$ cat config.mk
export PLATFORM = sky130hd
export DESIGN_NAME = px_adc_emu_flat
export DESIGN_NICKNAME = d
export VERILOG_FILES = /design/src/rtl/px_adc_pkg.sv /design/src/rtl/px_adc_emu_if.sv /design/src/rtl/px_adc_pattern_gen.sv /design/src/rtl/px_adc_emu.sv /design/src/flat_wrapper.sv
export SDC_FILE = /design/constraint.sdc
export NUM_CORES = 1
export LEC_CHECK = 0
export BUFFER_PORTS_ARGS = -buffer_cell sky130_fd_sc_hd__buf_2
export CORE_MARGIN = 2
export CORE_UTILIZATION = 50
export CTS_CLUSTER_SIZE = 24
export DETAILED_ROUTE_END_ITERATION = 10
export PLACE_DENSITY = 0.78
export SLEW_MARGIN = 20
export SYNTH_ARGS = -nofsm -noshare
export SYNTH_HDL_FRONTEND = slang
export SYNTH_SLANG_ARGS = --single-unit
$ cat constraint.sdc
create_clock -name clk -period 2.1 [get_ports clk]
set_clock_uncertainty 0.05 [all_clocks]
set_input_delay 0.105 -clock clk [delete_from_list [all_inputs] [get_ports clk]]
set_output_delay 0.105 -clock clk [all_outputs]
set_load 0.05 [all_outputs]
$ cat src/rtl/px_adc_pkg.sv
// Shared definitions for the pixel ADC emulator and the imaging ADC reader:
// pattern-mode encodings, FSM states and default serial-frame geometry.
`default_nettype none

package px_adc_pkg;

   localparam int ADC_DATA_W     = 12;
   localparam int ADC_LEAD_ZEROS = 4;
   localparam int ADC_FRAME_BITS = 16;

   typedef enum logic [1:0] {
      PAT_CONST  = 2'd0,
      PAT_RAMP   = 2'd1,
      PAT_STRIPE = 2'd2,
      PAT_CHECK  = 2'd3
   } pat_mode_e;

   typedef enum logic [1:0] {
      ST_IDLE  = 2'd0,
      ST_SHIFT = 2'd1,
      ST_HOLD  = 2'd2
   } adc_state_e;

endpackage

`default_nettype wire

$ cat src/rtl/px_adc_emu_if.sv
// ADC serial link: camera (master) drives cs/sclk, ADC (slave) returns data.
`default_nettype none

interface px_adc_emu_if;
   logic adc_cs;
   logic adc_sclk;
   logic adc_dout;

   modport master (output adc_cs, output adc_sclk, input adc_dout);
   modport slave  (input adc_cs, input adc_sclk, output adc_dout);
endinterface

`default_nettype wire

$ cat src/rtl/px_adc_pattern_gen.sv
// Test-pattern source for the ADC emulator: ramp/pixel/row counters and sample mux.
// Optional LFSR dither on sample[1:0] when PX_ADC_EMU_NOISE_EN is defined.
`default_nettype none

module px_adc_pattern_gen
   import px_adc_pkg::*;
#(
   parameter int DATA_W         = ADC_DATA_W,
   parameter int PIXELS_PER_ROW = 112
) (
   input  logic              clk,
   input  logic              reset,
   input  logic              advance_i,
   input  logic [1:0]        pattern_mode_i,
   input  logic [DATA_W-1:0] const_value_i,
   output logic [DATA_W-1:0] sample_o
);

   localparam int PIX_W = (PIXELS_PER_ROW > 1) ? $clog2(PIXELS_PER_ROW) : 1;
   localparam logic [PIX_W-1:0] PIX_LAST = PIX_W'(PIXELS_PER_ROW - 1);

   logic [DATA_W-1:0] ramp_q;
   logic [PIX_W-1:0]  pix_q;
   logic [7:0]        row_q;
   logic [DATA_W-1:0] base_sample;
   pat_mode_e         mode;

   always_ff @(posedge clk or posedge reset) begin
      if (reset) begin
         ramp_q <= '0;
         pix_q  <= '0;
         row_q  <= '0;
      end else if (advance_i) begin
         ramp_q <= ramp_q + 1'b1;
         if (pix_q == PIX_LAST) begin
            pix_q <= '0;
            row_q <= row_q + 1'b1;
         end else begin
            pix_q <= pix_q + 1'b1;
         end
      end
   end

   assign mode = pat_mode_e'(pattern_mode_i);

   always_comb begin
      base_sample = const_value_i;
      case (mode)
         PAT_CONST:  base_sample = const_value_i;
         PAT_RAMP:   base_sample = ramp_q;
         PAT_STRIPE: base_sample = row_q[0] ? '0 : const_value_i;
         PAT_CHECK:  base_sample = (row_q[0] ^ pix_q[0]) ? '0 : const_value_i;
         default:    base_sample = const_value_i;
      endcase
   end

`ifdef PX_ADC_EMU_NOISE_EN
   logic [15:0] lfsr_q;

   // Right-shifting Galois form of x^16+x^14+x^13+x^11+1
   always_ff @(posedge clk or posedge reset) begin
      if (reset) begin
         lfsr_q <= 16'hACE1;
      end else if (advance_i) begin
         lfsr_q <= (lfsr_q >> 1) ^ (lfsr_q[0] ? 16'hB400 : 16'h0000);
      end
   end

   assign sample_o = base_sample ^ {{(DATA_W-2){1'b0}}, lfsr_q[1:0]};
`else
   assign sample_o = base_sample;
`endif

endmodule

`default_nettype wire

$ cat src/rtl/px_adc_emu.sv
// Serial pixel ADC emulator: responds to camera cs/sclk with a zero-led, MSB-first
// pattern sample per frame. Define PX_ADC_EMU_NOISE_EN to add LFSR dither.
`default_nettype none

module px_adc_emu
   import px_adc_pkg::*;
#(
   parameter int DATA_W         = ADC_DATA_W,
   parameter int LEAD_ZEROS     = ADC_LEAD_ZEROS,
   parameter int FRAME_BITS     = ADC_FRAME_BITS,
   parameter int PIXELS_PER_ROW = 112
) (
   input  logic              clk,
   input  logic              reset,
   px_adc_emu_if.slave       adc,
   input  logic [1:0]        pattern_mode,
   input  logic [DATA_W-1:0] const_value,
   output logic              busy,
   output logic [15:0]       frame_count,
   output logic [7:0]        abort_count
);

   localparam int CNT_W = $clog2(FRAME_BITS + 1);
   localparam logic [CNT_W-1:0] LAST_IDX = CNT_W'(FRAME_BITS - 1);

   logic cs_s1_q, cs_s2_q, cs_h_q;
   logic sclk_s1_q, sclk_s2_q, sclk_h_q;
   logic cs_fall, cs_rise, sclk_fall;

   adc_state_e        state_q, state_d;
   logic [CNT_W-1:0]  cnt_q, cnt_d, cnt_inc;
   logic [DATA_W-1:0] sample_q, sample_d, pat_sample;
   logic              dout_q, dout_d;
   logic              busy_q, busy_d;
   logic [15:0]       fc_q, fc_d;
   logic [7:0]        ac_q, ac_d;
   logic              advance;

   function automatic logic frame_bit(input logic [DATA_W-1:0] s, input logic [CNT_W-1:0] k);
      int ki;
      logic [DATA_W-1:0] t;
      ki = int'(k);
      t  = '0;
      if (ki >= LEAD_ZEROS && ki < LEAD_ZEROS + DATA_W) begin
         t = s << (ki - LEAD_ZEROS);
      end
      return t[DATA_W-1];
   endfunction

   // Synchronisers idle high so reset never looks like a cs/sclk falling edge
   always_ff @(posedge clk or posedge reset) begin
      if (reset) begin
         cs_s1_q   <= 1'b1;
         cs_s2_q   <= 1'b1;
         cs_h_q    <= 1'b1;
         sclk_s1_q <= 1'b1;
         sclk_s2_q <= 1'b1;
         sclk_h_q  <= 1'b1;
      end else begin
         cs_s1_q   <= adc.adc_cs;
         cs_s2_q   <= cs_s1_q;
         cs_h_q    <= cs_s2_q;
         sclk_s1_q <= adc.adc_sclk;
         sclk_s2_q <= sclk_s1_q;
         sclk_h_q  <= sclk_s2_q;
      end
   end

   assign cs_fall   = cs_h_q & ~cs_s2_q;
   assign cs_rise   = ~cs_h_q & cs_s2_q;
   assign sclk_fall = sclk_h_q & ~sclk_s2_q;
   assign cnt_inc   = cnt_q + 1'b1;

   px_adc_pattern_gen #(
      .DATA_W         (DATA_W),
      .PIXELS_PER_ROW (PIXELS_PER_ROW)
   ) u_pattern (
      .clk            (clk),
      .reset          (reset),
      .advance_i      (advance),
      .pattern_mode_i (pattern_mode),
      .const_value_i  (const_value),
      .sample_o       (pat_sample)
   );

   always_ff @(posedge clk or posedge reset) begin
      if (reset) begin
         state_q  <= ST_IDLE;
         cnt_q    <= '0;
         sample_q <= '0;
         dout_q   <= 1'b0;
         busy_q   <= 1'b0;
         fc_q     <= '0;
         ac_q     <= '0;
      end else begin
         state_q  <= state_d;
         cnt_q    <= cnt_d;
         sample_q <= sample_d;
         dout_q   <= dout_d;
         busy_q   <= busy_d;
         fc_q     <= fc_d;
         ac_q     <= ac_d;
      end
   end

   always_comb begin
      state_d  = state_q;
      cnt_d    = cnt_q;
      sample_d = sample_q;
      dout_d   = dout_q;
      busy_d   = busy_q;
      fc_d     = fc_q;
      ac_d     = ac_q;
      advance  = 1'b0;
      case (state_q)
         ST_IDLE: begin
            dout_d = 1'b0;
            busy_d = 1'b0;
            if (cs_fall) begin
               sample_d = pat_sample;
               cnt_d    = '0;
               busy_d   = 1'b1;
               dout_d   = frame_bit(pat_sample, '0);
               state_d  = ST_SHIFT;
            end
         end
         ST_SHIFT: begin
            // A final sclk edge coinciding with cs rise still completes the frame
            if (sclk_fall && cnt_q == LAST_IDX) begin
               cnt_d   = cnt_inc;
               dout_d  = 1'b0;
               fc_d    = fc_q + 1'b1;
               advance = 1'b1;
               if (cs_rise) begin
                  busy_d  = 1'b0;
                  state_d = ST_IDLE;
               end else begin
                  state_d = ST_HOLD;
               end
            end else if (cs_rise) begin
               busy_d  = 1'b0;
               dout_d  = 1'b0;
               state_d = ST_IDLE;
               if (ac_q != 8'hFF) begin
                  ac_d = ac_q + 1'b1;
               end
            end else if (sclk_fall) begin
               cnt_d  = cnt_inc;
               dout_d = frame_bit(sample_q, cnt_inc);
            end
         end
         ST_HOLD: begin
            dout_d = 1'b0;
            if (cs_rise) begin
               busy_d  = 1'b0;
               state_d = ST_IDLE;
            end
         end
         default: begin
            dout_d  = 1'b0;
            busy_d  = 1'b0;
            state_d = ST_IDLE;
         end
      endcase
   end

   assign adc.adc_dout = dout_q;
   assign busy         = busy_q;
   assign frame_count  = fc_q;
   assign abort_count  = ac_q;

endmodule

`default_nettype wire

$ cat src/flat_wrapper.sv
// flat-port wrapper written by rule: the top's interface ports become plain ports
module px_adc_emu_flat import px_adc_pkg::*;
#(
   parameter int DATA_W         = ADC_DATA_W,
   parameter int LEAD_ZEROS     = ADC_LEAD_ZEROS,
   parameter int FRAME_BITS     = ADC_FRAME_BITS,
   parameter int PIXELS_PER_ROW = 112
)
  (clk, reset, pattern_mode, const_value, busy, frame_count, abort_count, adc_adc_cs, adc_adc_sclk, adc_adc_dout);
  px_adc_emu_if adc_i ();
  input  logic clk;
  input  logic reset;
  input  logic [1:0] pattern_mode;
  input  logic [DATA_W-1:0] const_value;
  output logic busy;
  output logic [15:0] frame_count;
  output logic [7:0] abort_count;
  input wire logic [$bits(adc_i.adc_cs)-1:0] adc_adc_cs;
  input wire logic [$bits(adc_i.adc_sclk)-1:0] adc_adc_sclk;
  output wire logic [$bits(adc_i.adc_dout)-1:0] adc_adc_dout;
  assign adc_i.adc_cs = adc_adc_cs;
  assign adc_i.adc_sclk = adc_adc_sclk;
  assign adc_adc_dout = adc_i.adc_dout;
  px_adc_emu #(.DATA_W(DATA_W), .LEAD_ZEROS(LEAD_ZEROS), .FRAME_BITS(FRAME_BITS), .PIXELS_PER_ROW(PIXELS_PER_ROW)) u_core (.clk(clk), .reset(reset), .adc(adc_i), .pattern_mode(pattern_mode), .const_value(const_value), .busy(busy), .frame_count(frame_count), .abort_count(abort_count));
endmodule
After elaboration in Yosys (flattened, before gate mapping). Cells that the tools add are included. W data, S select, Z words.

Add/subtract/negate cells: 7. $lt $le $gt $ge: 2. Equality and inequality tests: 13. Shift-type cells: 1. Muxes and demuxes: 24. Bitwise gates (word level): 8. Reductions and logical operators: 11.

Operator list (number): $pmux W12 S4 (1); $mux W12 (3); $shl A12 B32 Y12 (1); $mux W5 (4); $add A16 B1 Y16 const B (1); $add A8 B1 Y8 const B (2); $add A12 B1 Y12 const B (1); $pmux W5 S2 (1); $mux W1 (8); $mux W2 (4); $ne A8 B8 Y1 const B (1); $reduce_and A4 Y1 (2); $add A7 B1 Y7 const B (1); $eq A7 B7 Y1 const B (1); $mux W7 (1); $eq A2 B2 Y1 const B (3); $pmux W2 S3 (1); $reduce_and A2 Y1 (3); $sub A5 B3 Y6 const B (1); $add A5 B1 Y5 const B (1); $eq A5 B4 Y1 const B (1); $ge A5 B3 Y1 const B (1); $lt A5 B5 Y1 const B (1); $eq A2 B1 Y1 const B (2); other kinds (12) (20).

Register bits: 78. Input bits: 18. Word-level logic and storage cells: 82.

Longest topological paths before layout. Gate-level depths: netlist (run 1).

Depth after elaboration: 8. Mapped depth: 9. Gate-level depth less buffers: 9.

Cells and area by module. Synthesis (run 1) repeated with hierarchy kept, for this count alone.

Cells, all modules: 318. Area total of the unflattened synthesis: 3612.2 um^2.

By module, submodules not included: px_adc_emu (instances 1, cells each 200, area an instance 2453.6 um^2, sequential area each 1283.7 um^2); px_adc_pattern_gen (instances 1, cells each 118, area an instance 1158.6 um^2, sequential area each 500.5 um^2).

Worst setup path after synthesis (run 1). Ideal clock, no wire load.

Path type: reg-to-reg. From: reg u_core.cnt_q[0]. To: reg u_core.dout_q (netlist: u_core.adc.adc_dout). Arrival time: 2.035 ns. Path slack: -0.088 ns. Stages on the path, launching flop included: 9. Period minus slack after synthesis: 2.188 ns. Path through: dfrtp_1 -> ha_1 -> and3_1 -> ha_1 -> ha_1 -> nand2_1 -> nor3_1 -> o2111ai_1 -> o41ai_2.

Cells in the longest elaborated chain, start to end: 8. Elaborated cells on any way between the ends: 14.

Ends and longest elaborated chain: start, declared (RTL line px_adc_emu.sv:31) `logic [CNT_W-1:0] cnt_q, cnt_d, cnt_inc;`; start signal, assigned (RTL line px_adc_emu.sv:97) `cnt_q <= cnt_d;`; $add A5 B1 Y5 (RTL line px_adc_emu.sv:72) `assign cnt_inc = cnt_q + 1'b1;`; $sub A5 B3 Y6 (tied with other cells) (RTL line px_adc_emu.sv:45) `t = s << (ki - LEAD_ZEROS);`; $shl A12 B32 Y12 / $logic_and A1 B1 Y1 (equally long branches) (RTL line px_adc_emu.sv:45, px_adc_emu.sv:44); $mux W12 (RTL line px_adc_emu.sv:44) `if (ki >= LEAD_ZEROS && ki < LEAD_ZEROS + DATA_W) begin`; $mux W1 (RTL line px_adc_emu.sv:147) `end else if (sclk_fall) begin`; $mux W1 (RTL line px_adc_emu.sv:140) `end else if (cs_rise) begin`; $mux W1 (RTL line px_adc_emu.sv:129) `if (sclk_fall && cnt_q == LAST_IDX) begin`; $mux W1; end signal, assigned (RTL line px_adc_emu.sv:99) `dout_q <= dout_d;`; end, declared (RTL line px_adc_emu.sv:33) `logic dout_q, dout_d;`.

Parallel ways exist; a longest one is shown, timed or not. The select of a mux whose other input is x is not followed. A chain may end at the register's enable or synchronous reset.

Worst setup path after layout (run 1). Ends and elaborated chain as after synthesis.

==> results of run 1 <==
[worst max-delay path, delay by kind of cell (launching register included)]
| family | cells | cell delay (ns) |
|---|---|---|
| fa+ha+maj | 1 | 0.27 |
| compound gates | 2 | 0.30 |
| mux | 1 | 0.54 |
| flops | 1 | 0.44 |
| buf+inv | 2 | 0.31 |
[cell usage in the layout (no fill, tap or decap), types with 4 or more instances in the layout]
master and n:
sky130_fd_sc_hd__dfrtp_1 63, sky130_fd_sc_hd__buf_2 43, sky130_fd_sc_hd__nand2_1 40, sky130_fd_sc_hd__xor2_1 20, sky130_fd_sc_hd__xnor2_1 18, sky130_fd_sc_hd__buf_4 17, sky130_fd_sc_hd__o21ai_0 15, sky130_fd_sc_hd__nand3_1 14
sky130_fd_sc_hd__inv_1 13, sky130_fd_sc_hd__a32oi_1 12, sky130_fd_sc_hd__nor2_1 10, sky130_fd_sc_hd__clkbuf_8 10, sky130_fd_sc_hd__ha_1 8, sky130_fd_sc_hd__and3_1 7, sky130_fd_sc_hd__nand4_1 6, sky130_fd_sc_hd__o21ai_1 6
sky130_fd_sc_hd__dfstp_2 6, sky130_fd_sc_hd__nor3_2 5, sky130_fd_sc_hd__clkbuf_1 5, sky130_fd_sc_hd__nand3b_1 4, sky130_fd_sc_hd__nand2b_1 4, sky130_fd_sc_hd__ha_4 4
[path summary, 6_finish.rpt]
kind                                       from                endpoint  slack, ns  cells after the start
worst max-delay path            u_core.cnt_q[0]     u_core.adc.adc_dout       0.06                      6
worst max register to register  u_core.cnt_q[0]     u_core.adc.adc_dout       0.06                      6
min in group asynchronous                 reset  u_core.frame_count[13]       0.33                      3
worst min-delay path            const_value[11]     u_core.sample_q[11]       0.03                      3
max in group asynchronous                 reset         u_core.sclk_h_q       0.97                      4
worst min register to register   u_core.cs_s1_q          u_core.cs_s2_q       0.31                      0
[kinds of logic after synthesis]
family | Yosys count | share of synthesized area, %
and+or+nand+nor | 115 | 19.2
DFF | 71 | 50.2
AOI/OAI and AO/OA | 49 | 9.75
xor gates and xnor gates | 40 | 9.85
buffers and inverters | 25 | 3.10
adders and majority gates | 13 | 4.57
muxes | 8 | 3.38
[final cells by class]
class                   instances  area (um2)  share of cell area [%]
clock buffers                  15         156                    3.62
multi-input cells             225        1750                    40.6
repair buffers                 66         438                    10.1
flip-flops and latches         71        1790                    41.4
inverters                      14        52.6                    1.22
clock inverters                 1        7.51                   0.174
well taps                      96         120                    2.78
[routing by layer]
metal	share of wire [%]	global-route usage, %	wire length (um)
met4	1.8	6.89	130
met2	49	32.1	3600
met1	45	25.4	3320
met3	4.6	4.85	341
met5	0	0	0
[what timing repair did]
item                                   in CTS  in global routing
setup endpoints to repair                   1                 19
gates resized for setup                     1                 13
endpoints found under the hold margin      28                  0
setup buffers                               1                  4
cloned                                      0                  1
hold buffers                                3                  0
pin swaps                                   2                  1
[cells in the mapped netlist, drive strengths merged, types with 2 or more instances]
| cell type | number |
|---|---|
| dfrtp | 65 |
| nand2 | 40 |
| o21ai | 21 |
| xor2 | 21 |
| xnor2 | 19 |
| nand3 | 17 |
| inv | 14 |
| ha | 13 |
| a32oi | 12 |
| nor2 | 11 |
| and3 | 8 |
| buf | 7 |
| nand4 | 7 |
| nor3 | 7 |
| dfstp | 6 |
| and4 | 4 |
| clkbuf | 4 |
| nand2b | 4 |
| nand3b | 4 |
| mux2i | 3 |
| mux4 | 3 |
| nor2b | 3 |
| nor4 | 3 |
| a21o | 2 |
| a21oi | 2 |
| and2 | 2 |
| mux2 | 2 |
| nor3b | 2 |
| o22ai | 2 |
[where the power goes]
part	internal, mW	switching (mW)	leakage (nW)
clock	0.464	0.478	0.0780
combinational	0.381	0.554	1.06
sequential	1.55	0.142	0.943
[state kept, by name (all words and copies together) (netlist names), 2 cells and up]
register                 count
u_core.state_q               2
u_core.abort_count           8
u_core.sample_q             12
u_core.u_pattern.ramp_q     12
u_core.cnt_q                 5
u_core.u_pattern.pix_q       7
u_core.frame_count          16
[through the flow]
step,setup TNS [ns],instance area [um2],worst slack (ns),std cells
floorplan,0,3570,0.000661,321
global placement,0,3980,0.0386,463
detailed placement,-0.0295,3980,-0.0295,463
CTS,0,4180,0.0253,483
global route,-0.0704,4320,-0.0327,488
finish,0,4320,0.0634,488
==> summary.md, run 1 <==
### Clock tree
- 9 — number of buffers created by CTS
- 0.34 ns — later-pin clock latency in the skew report
- 0.07 ns — post-CTS clock slew at the launch and capture registers of the worst setup and hold paths
- 71 — clock sink count
- done — clock tree from TritonCTS
- 2 — Clock Tree Buf Depth
- sky130_fd_sc_hd__clkbuf_8 — CTS root buf
- 3 — H-tree levels

### Yosys
- 100% — asr flop ratio synth
- sky130_fd_sc_hd__dfrtp_1 — flip-flop cell with the highest count after synthesis
- 321 — synthesized instance count
- sky130_fd_sc_hd__dfrtp_1 46%, sky130_fd_sc_hd__xor2_1 5.2%, sky130_fd_sc_hd__xnor2_1 4.7%, sky130_fd_sc_hd__ha_1 4.6%, sky130_fd_sc_hd__dfstp_2 4.4% — Area contributors post-synth
- 50 — Cell variety after synth
- 3560 um2 — combined area of all synthesized cells
- sky130_fd_sc_hd__dfrtp_1 — largest area contributor in the netlist
- 11.1 um2 — syn avg cell area
- 50.2% — sequential cell area fraction in the yosys report
- 71 — count of state elements after synthesis
- 352 — Synthesized Nets
- 45.7% — share of the synthesized area in the top cell type
- 0 — count of yosys warnings during synthesis
- 0 — number of flops mapped to enable cells by yosys

### Critical path
- 4 — maximum fanout count along the critical path
- buf_4 > buf_4 > ha_4 > mux4_2 > o2111ai_2 > o41ai_2 — chain of cells forming the critical path
- 0.54 ns — peak per-stage delay on the critical path
- flip-flop — Worst Setup Start Kind
- 2.27 ns — Data required, critical path
- 2.21 ns — Arrival @ worst endpoint
- sky130_fd_sc_hd__buf_4 — Most common cell on crit path
- flip-flop — sort of element at the end of the critical path
- flip-flop to flip-flop — type of the worst setup path
- sky130_fd_sc_hd__mux4_2 — cell type of the slowest stage on the worst timing path

### Die
- 88.3 um — y dimension of the die
- 88.3 um — overall die width
- 52.1% — Starting Density
- 44 — I/O pin total
- 7800 um2 — area enclosed by the die boundary
- 6830 um2 — area inside the core boundary
- 30 — standard-cell rows

### Detailed routing
- 0 — antenna viol nets, final
- 5.40 — detailed-route vias per instance
- 2634 — via count
- 0 — Residual DRC
- 7.40 mm — routed wire length
- 171 — number of design-rule violations left by the first detailed-router iteration
- 5 — number of iterations in the first detailed-routing pass
- 15.2 um — routed length per placed instance

### Cells and area
- 418 — # nets final
- 571 — FILL cells
- 63.2% — utilization after layout
- 29.3% — fraction of layout cells with a size suffix above 1
- 21.4% — layout-stage area growth over the synthesis result
- 0 — antenna diode count

### STA
- 0 — Final Hold Vio Count
- 0.0310 ns — tightest hold margin
- 97.0% — crit share post-route
- 2.04 ns — final period demand of the worst path
- 44.0% — remaining max-slew budget at the tightest pin
- 0 — count of endpoints failing setup in the final report
- 491 MHz — Max Fclk
- 0 — Pins Over Slew Limit
- 0.839 ns — slew at the pin closest to its max-slew limit

### Placed design
- 43 — count of port buffers added during placement
- 4.97 mm — HPWL after DPL
- 0.860 — GPL Wtd Cong

### Global routing
- 11.7 mm — wire length of the first global-routing pass
- 46 — maximum number of pins on one net before global-route repair
- 19.5% — global-route usage over all layers
- 2559 — vias in the first global route
- 0 — final global-route overflow total
- 0 — initial antenna violation count

### Power and ir drop
- 827 nW/um2 — power density cells
- 3.57 mW — sum of internal, switching and leakage power
- 2.08 nW — static leakage
- 0.445 mV — Max rail drop VDD

### Hold path
- input port to flip-flop — Tightest Hold Check Type

### Run
- 0 — Max Cap Viol

### Status
- finished, final reports clean — status

Note: power is estimated with default switching activity, not from simulation.
==> inputs of run 2 (changes only) <==
--- a/config.mk
+++ b/config.mk
@@ -6,11 +6,13 @@
 export NUM_CORES = 1
 export LEC_CHECK = 0
 export BUFFER_PORTS_ARGS = -buffer_cell sky130_fd_sc_hd__buf_2
+export CELL_PAD_IN_SITES_DETAIL_PLACEMENT = 2
+export CELL_PAD_IN_SITES_GLOBAL_PLACEMENT = 2
 export CORE_MARGIN = 2
-export CORE_UTILIZATION = 50
+export CORE_UTILIZATION = 34
 export CTS_CLUSTER_SIZE = 24
 export DETAILED_ROUTE_END_ITERATION = 10
-export PLACE_DENSITY = 0.78
+export PLACE_DENSITY_LB_ADDON = 0.1
 export SLEW_MARGIN = 20
 export SYNTH_ARGS = -nofsm -noshare
 export SYNTH_HDL_FRONTEND = slang
==> run 2 against run 1 <==
Compared with the run above: utilization fell by 20 points; flip-flop and latch count did not move; cell count rose by 9.2%; die area rose by 45%; routed wire length rose by 25%; critical path depth rose by 3; power rose by 8.7%; clock-buffer cell count fell by 5; sequential power barely moved; combinational power rose by 2.9%; worst setup slack got worse by 0.018 ns; clock power rose by 28%; critical path type unchanged; critical endpoint unchanged; largest cell class unchanged; highest routed layer unchanged.
==> summary.md, run 2 (synthesized netlist as in run 1, its figures left out) <==
### Status
- finished, final reports clean — status, unchanged

### Cells and area
- 16 — flip-flop count of the largest register, all copies and words added, unchanged
- 533 — Cell Count, Final, Fillers Out, was 488
- 24.7% — layout-stage area growth over the synthesis result, was 21.4%
- 30.0% — fraction of layout cells with a size suffix above 1, was 29.3%
- 1790 um2 — Seq. cell area, about the same
- 1730 um2 — multi-input gate area in the final layout, was 1750 um2
- 423 — # nets final, was 418
- 0 — antenna diode count, unchanged
- 64 x sky130_fd_sc_hd__dfrtp_1, 43 x sky130_fd_sc_hd__buf_2, 40 x sky130_fd_sc_hd__nand2_1 — most frequent cells in the layout, was 63 x sky130_fd_sc_hd__dfrtp_1, 43 x sky130_fd_sc_hd__buf_2, 40 x sky130_fd_sc_hd__nand2_1
- 1089 — FILL cells, was 571
- sky130_fd_sc_hd__dfrtp_1 — most common library cell in the layout ignoring fill and taps, unchanged

### Power and ir drop
- 24.8% — fraction of power consumed by combinational cells, was 26.2%
- 2.16 nW — static leakage, was 2.08 nW
- 2.61 mW — internal power, was 2.39 mW
- 3.88 mW — sum of internal, switching and leakage power, was 3.57 mW
- 1.26 mW — Sw Pwr, was 1.17 mW
- 32.6% — sw frac, was 32.9%
- 31.1% — power share of the clock group, was 26.4%
- 44.1% — power share of the sequential group, was 47.4%
- 0.306 mV — Max rail drop VDD, was 0.445 mV
- 874 nW/um2 — power density cells, was 827 nW/um2

### Critical path
- flip-flop to flip-flop — type of the worst setup path, unchanged
- nand3_2 > xnor2_2 > inv_1 > ha_1 > ha_1 > nand2_1 > nor3_2 > o2111ai_1 > o41ai_2 — chain of cells forming the critical path, was buf_4 > buf_4 > ha_4 > mux4_2 > o2111ai_2 > o41ai_2
- 0.05 ns — R2R setup slack, was 0.06 ns
- 1 — WP buf/inv, was 2
- 9 — Levels on crit path, was 6
- sky130_fd_sc_hd__dfrtp_1 — cell type of the slowest stage on the worst timing path, was sky130_fd_sc_hd__mux4_2
- 9 — reg2reg path depth, was 6
- 0.52 ns — peak per-stage delay on the critical path, was 0.54 ns
- flip-flop — Worst Setup Start Kind, unchanged
- 5 — maximum fanout count along the critical path, was 4
- flip-flops — delay-heaviest family, CP, was multiplexers
- sky130_fd_sc_hd__ha_1 — Most common cell on crit path, was sky130_fd_sc_hd__buf_4
- 2.30 ns — Data required, critical path, was 2.27 ns
- flip-flop — sort of element at the end of the critical path, unchanged
- 2.25 ns — Arrival @ worst endpoint, was 2.21 ns

### STA
- 0 ns — total negative setup slack, unchanged
- 42.0% — remaining max-slew budget at the tightest pin, was 44.0%
- 0.869 ns — slew at the pin closest to its max-slew limit, was 0.839 ns
- 0.0263 ns — tightest hold margin, was 0.0310 ns
- 487 MHz — Max Fclk, was 491 MHz
- true — unrepaired setup endpoints after global routing
- 0 — Final Hold Vio Count, unchanged
- 0 — count of endpoints failing setup in the final report, unchanged
- 97.8% — crit share post-route, was 97.0%
- 0 — Pins Over Slew Limit, unchanged
- 0.0459 ns — final worst-path setup slack, was 0.0634 ns
- 2.05 ns — final period demand of the worst path, was 2.04 ns

### Die
- 10200 um2 — area inside the core boundary, was 6830 um2
- 37 — standard-cell rows, was 30
- 11300 um2 — area enclosed by the die boundary, was 7800 um2
- 34.8% — Starting Density, was 52.1%
- 44 — I/O pin total, unchanged
- 106 um — y dimension of the die, was 88.3 um
- 106 um — overall die width, was 88.3 um

### Global routing
- 15.2 mm — wire length of the first global-routing pass, was 11.7 mm
- 0 — final global-route overflow total, unchanged
- 0 — initial antenna violation count, unchanged
- 55 — maximum number of pins on one net before global-route repair, was 46
- 2950 — vias in the first global route, was 2559
- 17.4% — global-route usage over all layers, was 19.5%

### Clock tree
- 0.09 ns — post-CTS clock slew at the launch and capture registers of the worst setup and hold paths, was 0.07 ns
- 2 — Clock Tree Buf Depth, unchanged
- 3 — H-tree levels, unchanged
- 0.36 ns — later-pin clock latency in the skew report, was 0.34 ns
- done — clock tree from TritonCTS, unchanged
- sky130_fd_sc_hd__clkbuf_8 — CTS root buf, unchanged
- 9 — number of buffers created by CTS, unchanged
- 71 — clock sink count, unchanged

### Detailed routing
- 17.4 um — routed length per placed instance, was 15.2 um
- 0 — Residual DRC, unchanged
- 123 — number of design-rule violations left by the first detailed-router iteration, was 171
- 0 — antenna viol nets, final, unchanged
- 2727 — via count, was 2634
- 5.12 — detailed-route vias per instance, was 5.40
- 9.26 mm — routed wire length, was 7.40 mm
- 6 — number of iterations in the first detailed-routing pass, was 5

### Hold path
- input port to flip-flop — Tightest Hold Check Type, unchanged
- 3 — Cells on Worst Hold Path, unchanged

### Placed design
- 508 — number of placed instances with taps included, was 463
- 0.772 — GPL Wtd Cong, was 0.860
- -0.102 ns — minimum setup slack after placement, was -0.0295 ns
- 6.64 mm — HPWL after DPL, was 4.97 mm
- 43 — count of port buffers added during placement, unchanged

### Run
- 0 — Max Cap Viol, unchanged

run 2: worst paths after layout:
path / startpoint / end
worst min-delay path: const_value[8] / u_core.sample_q[8]
worst max-delay path: u_core.cnt_q[2] / u_core.adc.adc_dout
max in group asynchronous: reset / u_core.sclk_h_q
worst max register to register: u_core.cnt_q[2] / u_core.adc.adc_dout
worst min register to register: u_core.sclk_s1_q / u_core.sclk_s2_q
min in group asynchronous: reset / u_core.state_q[0]
run 2: cell type report:
class | instances | area share, %
Tap cell | 136 | 3.84
Sequential cell | 71 | 40.3
Clock inverter | 6 | 1.95
Inverter | 14 | 1.19
Timing Repair Buffer | 71 | 10.8
Multi-Input combinational cell | 225 | 39.1
Clock buffer | 10 | 2.88
run 2: stage by stage:
step           area, um2  utilization (%)
6_report            4430             43.3
5_1_grt             4430             43.3
4_1_cts             4340             42.4
3_5_place_dp        4070             39.7
3_3_place_gp        4070             39.7
2_1_floorplan       3570                -
run 2: repair_timing:
action,CTS,global route
cloned,0,1
setup endpoints to repair,3,20
pin swaps,3,4
resized for setup,5,6
buffers inserted,1,4
hold endpoints to repair,14,0
hold buffers,3,0
run 2: routing by layer:
metal  vias to the layer above  GRT usage [%]  wire length (um)
met5                         -              0                 0
met4                         0           5.92               122
met3                         7           3.68               275
met2                        37           28.2              4630
met1                      1405           23.2              4230
li1                       1278              -                 -
run 2: power groups by stage:
| stage | sequential (mW) | clock, mW | combinational (mW) |
|---|---|---|---|
| after floorplan | 1.83 | 0 | 0.492 |
| after global placement | 1.72 | 0 | 0.922 |
| after detailed placement | 1.73 | 0 | 0.954 |
| after CTS | 1.71 | 1.25 | 0.971 |
| after global routing | 1.74 | 1.30 | 1.06 |
| final | 1.71 | 1.21 | 0.962 |
run 2: tightest hold or removal path, stage by stage:
cell                      delay (ns)
sky130_fd_sc_hd__buf_2          0.09
sky130_fd_sc_hd__a32oi_1        0.07
sky130_fd_sc_hd__o21ai_0        0.13
